===== config.mk =====
export PLATFORM = sky130hd
export DESIGN_NAME = hazard_ctrl_flat
export DESIGN_NICKNAME = d
export VERILOG_FILES = /design/src/rtl/hazard_ctrl_if.sv /design/src/rtl/hazard_ctrl.sv /design/src/flat_wrapper.sv
export SDC_FILE = /design/constraint.sdc
export NUM_CORES = 1
export LEC_CHECK = 0
export ABC_AREA = 1
export CORE_ASPECT_RATIO = 1.25
export CORE_MARGIN = 8
export CORE_UTILIZATION = 50
export CTS_BUF_LIST = sky130_fd_sc_hd__clkbuf_8
export DETAILED_ROUTE_END_ITERATION = 8
export PLACE_DENSITY = 0.93
export REMOVE_ABC_BUFFERS = 1
export SYNTH_ARGS = -nofsm -noshare
export SYNTH_HDL_FRONTEND = slang
export SYNTH_SLANG_ARGS = --single-unit

===== constraint.sdc =====
create_clock -name clock -period 2.35 [get_ports clock]
set_input_delay 0.235 -clock clock [delete_from_list [all_inputs] [get_ports clock]]
set_output_delay 0.235 -clock clock [all_outputs]
set_load 0.01 [all_outputs]

===== src/rtl/hazard_ctrl_if.sv =====
// Hazard-controller bundle: ID/EX hazard sources in, pipeline-register stall/flush enables out.
// The pipeline uses the master modport and the controller uses the slave modport.
interface hazard_ctrl_if;
   logic [4:0] id_rs1;
   logic [4:0] id_rs2;
   logic       id_use_rs1;
   logic       id_use_rs2;
   logic [4:0] ex_rd;
   logic       ex_memtoreg;
   logic       ex_reg_en;
   logic       ex_br_taken;
   logic       mem_busy;
   logic       pc_stall;
   logic       if_id_stall;
   logic       if_id_flush;
   logic       id_ex_stall;
   logic       id_ex_flush;
   logic       ex_mem_stall;

   modport master (
      output id_rs1, id_rs2, id_use_rs1, id_use_rs2, ex_rd, ex_memtoreg, ex_reg_en,
             ex_br_taken, mem_busy,
      input  pc_stall, if_id_stall, if_id_flush, id_ex_stall, id_ex_flush, ex_mem_stall
   );

   modport slave (
      input  id_rs1, id_rs2, id_use_rs1, id_use_rs2, ex_rd, ex_memtoreg, ex_reg_en,
             ex_br_taken, mem_busy,
      output pc_stall, if_id_stall, if_id_flush, id_ex_stall, id_ex_flush, ex_mem_stall
   );
endinterface


===== src/rtl/hazard_ctrl.sv =====
// Pipeline hazard/flush controller for the 5-stage core: load-use bubbles, branch flushes,
// data-memory freeze, plus saturating stall/flush event counters.
module hazard_ctrl #(
   parameter int unsigned CNT_W      = 16,
   parameter int unsigned BR_PENALTY = 2
) (
   input  logic             clock,
   input  logic             reset,
   hazard_ctrl_if.slave     hz,
   output logic [1:0]       state,
   output logic [CNT_W-1:0] stall_cnt,
   output logic [CNT_W-1:0] flush_cnt
);

   typedef enum logic [1:0] {
      RUN      = 2'd0,
      FLUSH    = 2'd1,
      MEM_WAIT = 2'd2
   } state_t;

   state_t     cur, nxt;
   logic [3:0] flush_left, flush_left_nxt;
   logic       lu;
   logic       pc_stall, if_id_stall, if_id_flush, id_ex_stall, id_ex_flush, ex_mem_stall;

   // x0 can never carry a hazard, so rd==0 masks the compare
   always_comb begin
      lu = hz.ex_memtoreg & hz.ex_reg_en & (hz.ex_rd != 5'd0) &
           ((hz.id_use_rs1 & (hz.id_rs1 == hz.ex_rd)) |
            (hz.id_use_rs2 & (hz.id_rs2 == hz.ex_rd)));
   end

   always_ff @(posedge clock) begin
      if (reset) begin
         cur        <= RUN;
         flush_left <= '0;
      end else begin
         cur        <= nxt;
         flush_left <= flush_left_nxt;
      end
   end

   always_comb begin
      nxt            = cur;
      flush_left_nxt = flush_left;
      pc_stall       = 1'b0;
      if_id_stall    = 1'b0;
      if_id_flush    = 1'b0;
      id_ex_stall    = 1'b0;
      id_ex_flush    = 1'b0;
      ex_mem_stall   = 1'b0;
      if (hz.mem_busy) begin
         pc_stall     = 1'b1;
         if_id_stall  = 1'b1;
         id_ex_stall  = 1'b1;
         ex_mem_stall = 1'b1;
         nxt          = (cur == FLUSH) ? FLUSH : MEM_WAIT;
      end else if (cur == FLUSH) begin
         // EX holds a bubble here, so branch and load-use inputs are irrelevant
         if_id_flush    = 1'b1;
         flush_left_nxt = flush_left - 4'd1;
         nxt            = (flush_left <= 4'd1) ? RUN : FLUSH;
      end else begin
         // RUN and a released MEM_WAIT share the same decision in the same cycle
         nxt = RUN;
         if (hz.ex_br_taken) begin
            if_id_flush = 1'b1;
            id_ex_flush = 1'b1;
            if (BR_PENALTY > 1) begin
               nxt            = FLUSH;
               flush_left_nxt = 4'(BR_PENALTY - 1);
            end
         end else if (lu) begin
            pc_stall    = 1'b1;
            if_id_stall = 1'b1;
            id_ex_flush = 1'b1;
         end
      end
   end

   always_ff @(posedge clock) begin
      if (reset) begin
         stall_cnt <= '0;
         flush_cnt <= '0;
      end else begin
         if (pc_stall && (stall_cnt != '1))
            stall_cnt <= stall_cnt + CNT_W'(1);
         if ((if_id_flush || id_ex_flush) && (flush_cnt != '1))
            flush_cnt <= flush_cnt + CNT_W'(1);
      end
   end

   assign state           = cur;
   assign hz.pc_stall     = pc_stall;
   assign hz.if_id_stall  = if_id_stall;
   assign hz.if_id_flush  = if_id_flush;
   assign hz.id_ex_stall  = id_ex_stall;
   assign hz.id_ex_flush  = id_ex_flush;
   assign hz.ex_mem_stall = ex_mem_stall;

endmodule


===== src/flat_wrapper.sv =====
// flat-port wrapper written by rule: the top's interface ports become plain ports
module hazard_ctrl_flat 
#(
   parameter int unsigned CNT_W      = 16,
   parameter int unsigned BR_PENALTY = 2
)
  (clock, reset, state, stall_cnt, flush_cnt, hz_id_rs1, hz_id_rs2, hz_id_use_rs1, hz_id_use_rs2, hz_ex_rd, hz_ex_memtoreg, hz_ex_reg_en, hz_ex_br_taken, hz_mem_busy, hz_pc_stall, hz_if_id_stall, hz_if_id_flush, hz_id_ex_stall, hz_id_ex_flush, hz_ex_mem_stall);
  hazard_ctrl_if hz_i ();
  input  logic clock;
  input  logic reset;
  output logic [1:0] state;
  output logic [CNT_W-1:0] stall_cnt;
  output logic [CNT_W-1:0] flush_cnt;
  input wire logic [$bits(hz_i.id_rs1)-1:0] hz_id_rs1;
  input wire logic [$bits(hz_i.id_rs2)-1:0] hz_id_rs2;
  input wire logic [$bits(hz_i.id_use_rs1)-1:0] hz_id_use_rs1;
  input wire logic [$bits(hz_i.id_use_rs2)-1:0] hz_id_use_rs2;
  input wire logic [$bits(hz_i.ex_rd)-1:0] hz_ex_rd;
  input wire logic [$bits(hz_i.ex_memtoreg)-1:0] hz_ex_memtoreg;
  input wire logic [$bits(hz_i.ex_reg_en)-1:0] hz_ex_reg_en;
  input wire logic [$bits(hz_i.ex_br_taken)-1:0] hz_ex_br_taken;
  input wire logic [$bits(hz_i.mem_busy)-1:0] hz_mem_busy;
  output wire logic [$bits(hz_i.pc_stall)-1:0] hz_pc_stall;
  output wire logic [$bits(hz_i.if_id_stall)-1:0] hz_if_id_stall;
  output wire logic [$bits(hz_i.if_id_flush)-1:0] hz_if_id_flush;
  output wire logic [$bits(hz_i.id_ex_stall)-1:0] hz_id_ex_stall;
  output wire logic [$bits(hz_i.id_ex_flush)-1:0] hz_id_ex_flush;
  output wire logic [$bits(hz_i.ex_mem_stall)-1:0] hz_ex_mem_stall;
  assign hz_i.id_rs1 = hz_id_rs1;
  assign hz_i.id_rs2 = hz_id_rs2;
  assign hz_i.id_use_rs1 = hz_id_use_rs1;
  assign hz_i.id_use_rs2 = hz_id_use_rs2;
  assign hz_i.ex_rd = hz_ex_rd;
  assign hz_i.ex_memtoreg = hz_ex_memtoreg;
  assign hz_i.ex_reg_en = hz_ex_reg_en;
  assign hz_i.ex_br_taken = hz_ex_br_taken;
  assign hz_i.mem_busy = hz_mem_busy;
  assign hz_pc_stall = hz_i.pc_stall;
  assign hz_if_id_stall = hz_i.if_id_stall;
  assign hz_if_id_flush = hz_i.if_id_flush;
  assign hz_id_ex_stall = hz_i.id_ex_stall;
  assign hz_id_ex_flush = hz_i.id_ex_flush;
  assign hz_ex_mem_stall = hz_i.ex_mem_stall;
  hazard_ctrl #(.CNT_W(CNT_W), .BR_PENALTY(BR_PENALTY)) u_core (.clock(clock), .reset(reset), .hz(hz_i), .state(state), .stall_cnt(stall_cnt), .flush_cnt(flush_cnt));
endmodule

After elaboration in Yosys (flattened, before gate mapping)
Index checks and enable logic that the tools add are counted.
{"block": "totals", "wordCells": 44, "output_inout_bits": 40, "reg_bits": 38, "inputBits": 23}
{"block": "op_classes", "n_reduce_logical": 6, "mux": 18, "n_lt_le_gt_ge": 1, "bitwise": 7, "eq_ne": 5, "add_sub_neg": 3}
{"op": "adder 16 x 1 -> 16 bit, second input constant", "n": 2}
{"op": "!= test 16 bit, second input constant", "n": 2}
{"op": "2-to-1 mux 1 bit", "n": 13}
{"op": "== test 5 bit", "n": 2}
{"op": "2-to-1 mux 4 bit", "n": 2}
{"op": "2-to-1 mux 2 bit", "n": 3}
{"op": "AND 1 bit", "n": 5}
{"op": "nonzero test 5 bit", "n": 1}
{"op": "<= comparator 4 x 1 -> 1 bit, second input constant", "n": 1}
{"op": "subtractor 4 x 1 -> 4 bit, second input constant", "n": 1}
{"op": "== test 2 x 1 -> 1 bit, second input constant", "n": 1}
{"op": "logical AND 1 bit", "n": 2}
{"op": "AND reduction 2 bit", "n": 1}
{"op": "nonzero test 2 bit", "n": 1}
{"op": "logical OR 1 bit", "n": 1}
{"op": "inverter 1 bit", "n": 1}
{"op": "bitwise OR 1 bit", "n": 1}

Depth between registers and ports, before layout
{"block": "logic_depth", "word_depth": 10, "depth_mapped": 14, "ltp_nobuf": 13}

Worst setup path before layout
No wires, ideal clock.
{"block": "synth_path", "path_type": "reg-to-reg", "startpoint": "register u_core.flush_cnt[0]", "endpoint": "register u_core.flush_cnt[0]", "n_path_buf": 1, "slack_ns": 0.616, "stages_incl_launch_ff": 10, "t_required_ns": 2.235, "setup_time_ns": 0.115, "t_arrival_ns": 1.619, "period_less_slack_ns": 1.734, "cell_sequence": "dfxtp_1 -> ha_1 -> nand2_1 -> nor2_1 -> nand4_1 -> clkinv_1 -> nand2_2 -> clkbuf_1 -> a21oi_1 -> nor2_1"}
{"block": "synth_between", "elab_chain_len": 2, "word_cells_on_any_way": 3, "classes_between": "1 x add/sub; 1 x eq/ne; 1 x reduce/logical"}
{"element": "from (decl)", "line_no": "hazard_ctrl.sv:12", "rtl": "output logic [CNT_W-1:0] flush_cnt"}
{"element": "from (signal assigned)", "line_no": "hazard_ctrl.sv:89", "rtl": "flush_cnt <= flush_cnt + CNT_W'(1);"}
{"element": "branches (longest 2 deep; another with adder 16 x 1 -> 16 bit)"}
Several ways; the timed one is not identified.
A chain may end at the register's enable or synchronous reset.

Worst setup path after layout
{"block": "layout_path", "startpoint": "register u_core.stall_cnt[0]", "endpoint": "register u_core.stall_cnt[4]"}
{"block": "layout_between", "elab_chain_len": 2, "word_cells_on_any_way": 3, "classes_between": "1 x add/sub; 1 x eq/ne; 1 x reduce/logical"}
{"element": "from (decl)", "line_no": "hazard_ctrl.sv:11", "rtl": "output logic [CNT_W-1:0] stall_cnt,"}
{"element": "from (signal assigned)", "line_no": "hazard_ctrl.sv:87", "rtl": "stall_cnt <= stall_cnt + CNT_W'(1);"}
{"element": "branches (longest 2 deep; another with adder 16 x 1 -> 16 bit)"}
Several ways; the timed one is not identified.

==> results.sh <==
export IMPL_setup_viol=0
export IMPL_core_rowCount=28
export IMPL_first_pass_iters=4
export IMPL_grt_pass1_vias=2412
export IMPL_cts_sinks=38
export IMPL_yosys_top_cells_area="dfxtp_1 (32%), nand2_1 (15%), nand3_1 (9.2%)"
export IMPL_worstPathArrival_ns=2.23
export IMPL_startpoint_type="flop"
export IMPL_antenna_found_initial=0
export IMPL_slowest_stage="dfxtp_1"
export IMPL_critPathTopFamily="simple AND/OR/NAND/NOR gates"
export IMPL_crit_chain="ha_1, nand3_1, nor3_4, nand4_4, nand2_4, nand2_1, a21oi_1"
export IMPL_worstSetupPathType="reg -> reg"
export IMPL_syn_area_per_cell_sq_um=6.71
export IMPL_ant_nets=0
export IMPL_clockBufferDepth=2
export IMPL_hold_buffers=0
export IMPL_peakVddDrop_uv=379
export IMPL_regToRegStartpoint="u_core.stall_cnt[0]$_SDFFE_PP0P_"
export IMPL_synth_area_leader_cell="dfxtp_1"
export IMPL_final_cell_area_sq_um=3160
export IMPL_seq_area_frac_synth=0.324
export IMPL_crit_path_end_kind="flop"
export IMPL_dpl_hpwl_mm=4.55
export IMPL_ff_latch_area_sq_um=761
export IMPL_cts_inserted_buffers=5
export IMPL_max_slew_margin=0.750
export IMPL_grt_setup_unrepaired="no"
export IMPL_drc=0
export IMPL_synth_top_cell_area_share=0.324
export IMPL_vias=2466
export IMPL_clk_latency_ns=0.30
export IMPL_fin_setup_tns_ns=0
export IMPL_hp_start="u_core.flush_left[0]$_SDFFE_PP0P_"
export IMPL_grt_pass1_wl_mm=10.8
export IMPL_startpoint="u_core.stall_cnt[0]$_SDFFE_PP0P_"
export IMPL_netlist_instances=350
export IMPL_cts_tree="built"
export IMPL_portBuffers=62
export IMPL_hold_viol=0
export IMPL_worst_pin_slew_ns=0.372
export IMPL_yosysUniqueCellTypes=31
export IMPL_min_path_cells=2
export IMPL_cpPeakStageDelay_ns=0.40
export IMPL_drv_cap=0
export IMPL_routed_wl_mm=6.24
export IMPL_fp_dieH_um=92.6
export IMPL_coreArea_sq_um=4620
export IMPL_fill_cells=398
export IMPL_cellLeakagePower_nw=1.32
export IMPL_dpl_cell_area_sq_um=3020
export IMPL_gp_congestion=0.901
export IMPL_period_minus_slack_ns=2.01
export IMPL_cp_data_required_time_ns=2.57
export IMPL_avgViaCountPerCell=5.21
export IMPL_synth_warnings=0
export IMPL_multi_input_area_sq_um=1380
export IMPL_fin_nets=439
export IMPL_hold_end="u_core.flush_left[0]$_SDFFE_PP0P_"
export IMPL_htree_levels=2
export IMPL_syn_area_sq_um=2350
export IMPL_crit_fanout=17
export IMPL_mostFrequentLayoutCells="nand2_1 (91), clkdlybuf4s50_1 (59), nand3_1 (43)"
export IMPL_report_power_total_w=0.00155
export IMPL_grt_max_degree=36
export IMPL_dieArea_sq_um=7160
export IMPL_io_pins=63
export IMPL_clk_pin_slew_worst_paths_ns=0.07
export IMPL_critical_path_buf_inv_count=0
export IMPL_clock_skew_final_ns=0.0112
export IMPL_grt_ovfl_total=0
export IMPL_hold_path_class="reg -> reg"
export IMPL_antenna_cells=0
export IMPL_fin_crit_sh=0.853
export IMPL_initial_utilization=0.508
export IMPL_r2r_cells=7
export IMPL_syn_to_final_growth_pct=34.7
export IMPL_maxSlewViolCount=0
export IMPL_finish_utilization=0.684
export IMPL_power_density_nw_per_um2=490
export IMPL_drive_above_1_share=0.0775
export IMPL_clock_root_buffer="clkbuf_8"
export IMPL_r2r_end="u_core.stall_cnt[4]$_SDFFE_PP0P_"
export IMPL_drtIter0Drc=129
export IMPL_wl_per_cell_um=13.2
export IMPL_clock_fmax_mhz=499
export IMPL_fp_dieW_um=77.3
export IMPL_status="complete, no violations"
export IMPL_reg2reg_slack_ns=0.34
export IMPL_layout_commonest_cell="nand2_1"
export IMPL_track_usage=0.178
export IMPL_yosys_register_bits=38
worst max path at each step:
stage,endpoint,cells past startpoint,slack (ns)
2_1_floorplan,u_core.flush_cnt[11]$_SDFFE_PP0P_,9,0.63
6_report,u_core.stall_cnt[4]$_SDFFE_PP0P_,7,0.34
4_1_cts,hz_if_id_stall,10,0.03
3_5_place_dp,hz_id_ex_flush,12,0.04
3_3_place_gp,hz_id_ex_flush,12,0.10
5_1_grt,u_core.stall_cnt[4]$_SDFFE_PP0P_,7,0.17
metal layers:
layer,up-vias,wire (um),track usage
met4,0,62,0.0489
met3,9,356,0.0504
met2,69,3370,0.343
li1,1254,-,-
met1,1134,2440,0.180
met5,-,0,0
what timing repair did:
item,in CTS,in global routing
endpoints found under the setup margin,0,3
endpoints found under the hold margin,0,0
buffers inserted,0,0
resized for setup,0,3
synth_stat cells (all sizes together):
cell type  count
nand2         95
nand3         43
dfxtp         38
inv           36
a21oi         34
nor2          33
xor2          19
nand4          9
xnor2          9
buf            7
nor3           7
clkbuf         6
ha             4
o21ai          3
nand3b         2
a22oi          1
clkinv         1
nor3b          1
o211ai         1
o22ai          1
power breakdown:
part,internal (W),switching (W),total [W]
clock,0.000425,0.000247,0.000672
sequential,0.000657,0.0000131,0.000670
combinational,0.0000970,0.000111,0.000208
worst reg2reg max path: stages (launching register included):
cell and delay [ns]:
dfxtp_1 0.40, ha_1 0.20, nand3_1 0.22, nor3_4 0.29
nand4_4 0.29, nand2_4 0.29, nand2_1 0.11, a21oi_1 0.13
registers in the layout, indices dropped and copies added, names as in the netlist:
signal / count
u_core.flush_cnt: 16
u_core.stall_cnt: 16
u_core.flush_left: 4
u_core.state: 2
stage by stage:
stage          std cells  hold slack, ns  setup slack [ns]
2_1_floorplan        337           0.304             0.627
3_3_place_gp         465           0.470             0.101
3_5_place_dp         465           0.482            0.0352
4_1_cts              473           0.494            0.0342
5_1_grt              473           0.514             0.171
6_report             473           0.500             0.344
layout make-up:
cell class / instances / area share
inverter: 37 / 0.0439
clock buffer: 5 / 0.0218
multi-input combinational: 262 / 0.435
tap: 60 / 0.0237
clock inverter: 3 / 0.0218
timing repair buffer: 68 / 0.213
sequential: 38 / 0.241
logic make-up after synthesis:
| kind of cell | after synthesis | synth area share |
|---|---|---|
| buffers and inverters | 50 | 0.0895 |
| XOR/XNOR | 28 | 0.104 |
| AO/OA/AOI/OAI | 40 | 0.0944 |
| AND/OR/NAND/NOR | 190 | 0.366 |
| flip-flops | 38 | 0.324 |
| adder cells (fa/ha/maj) | 4 | 0.0213 |
No activity file was read; power rests on OpenSTA's default activity.
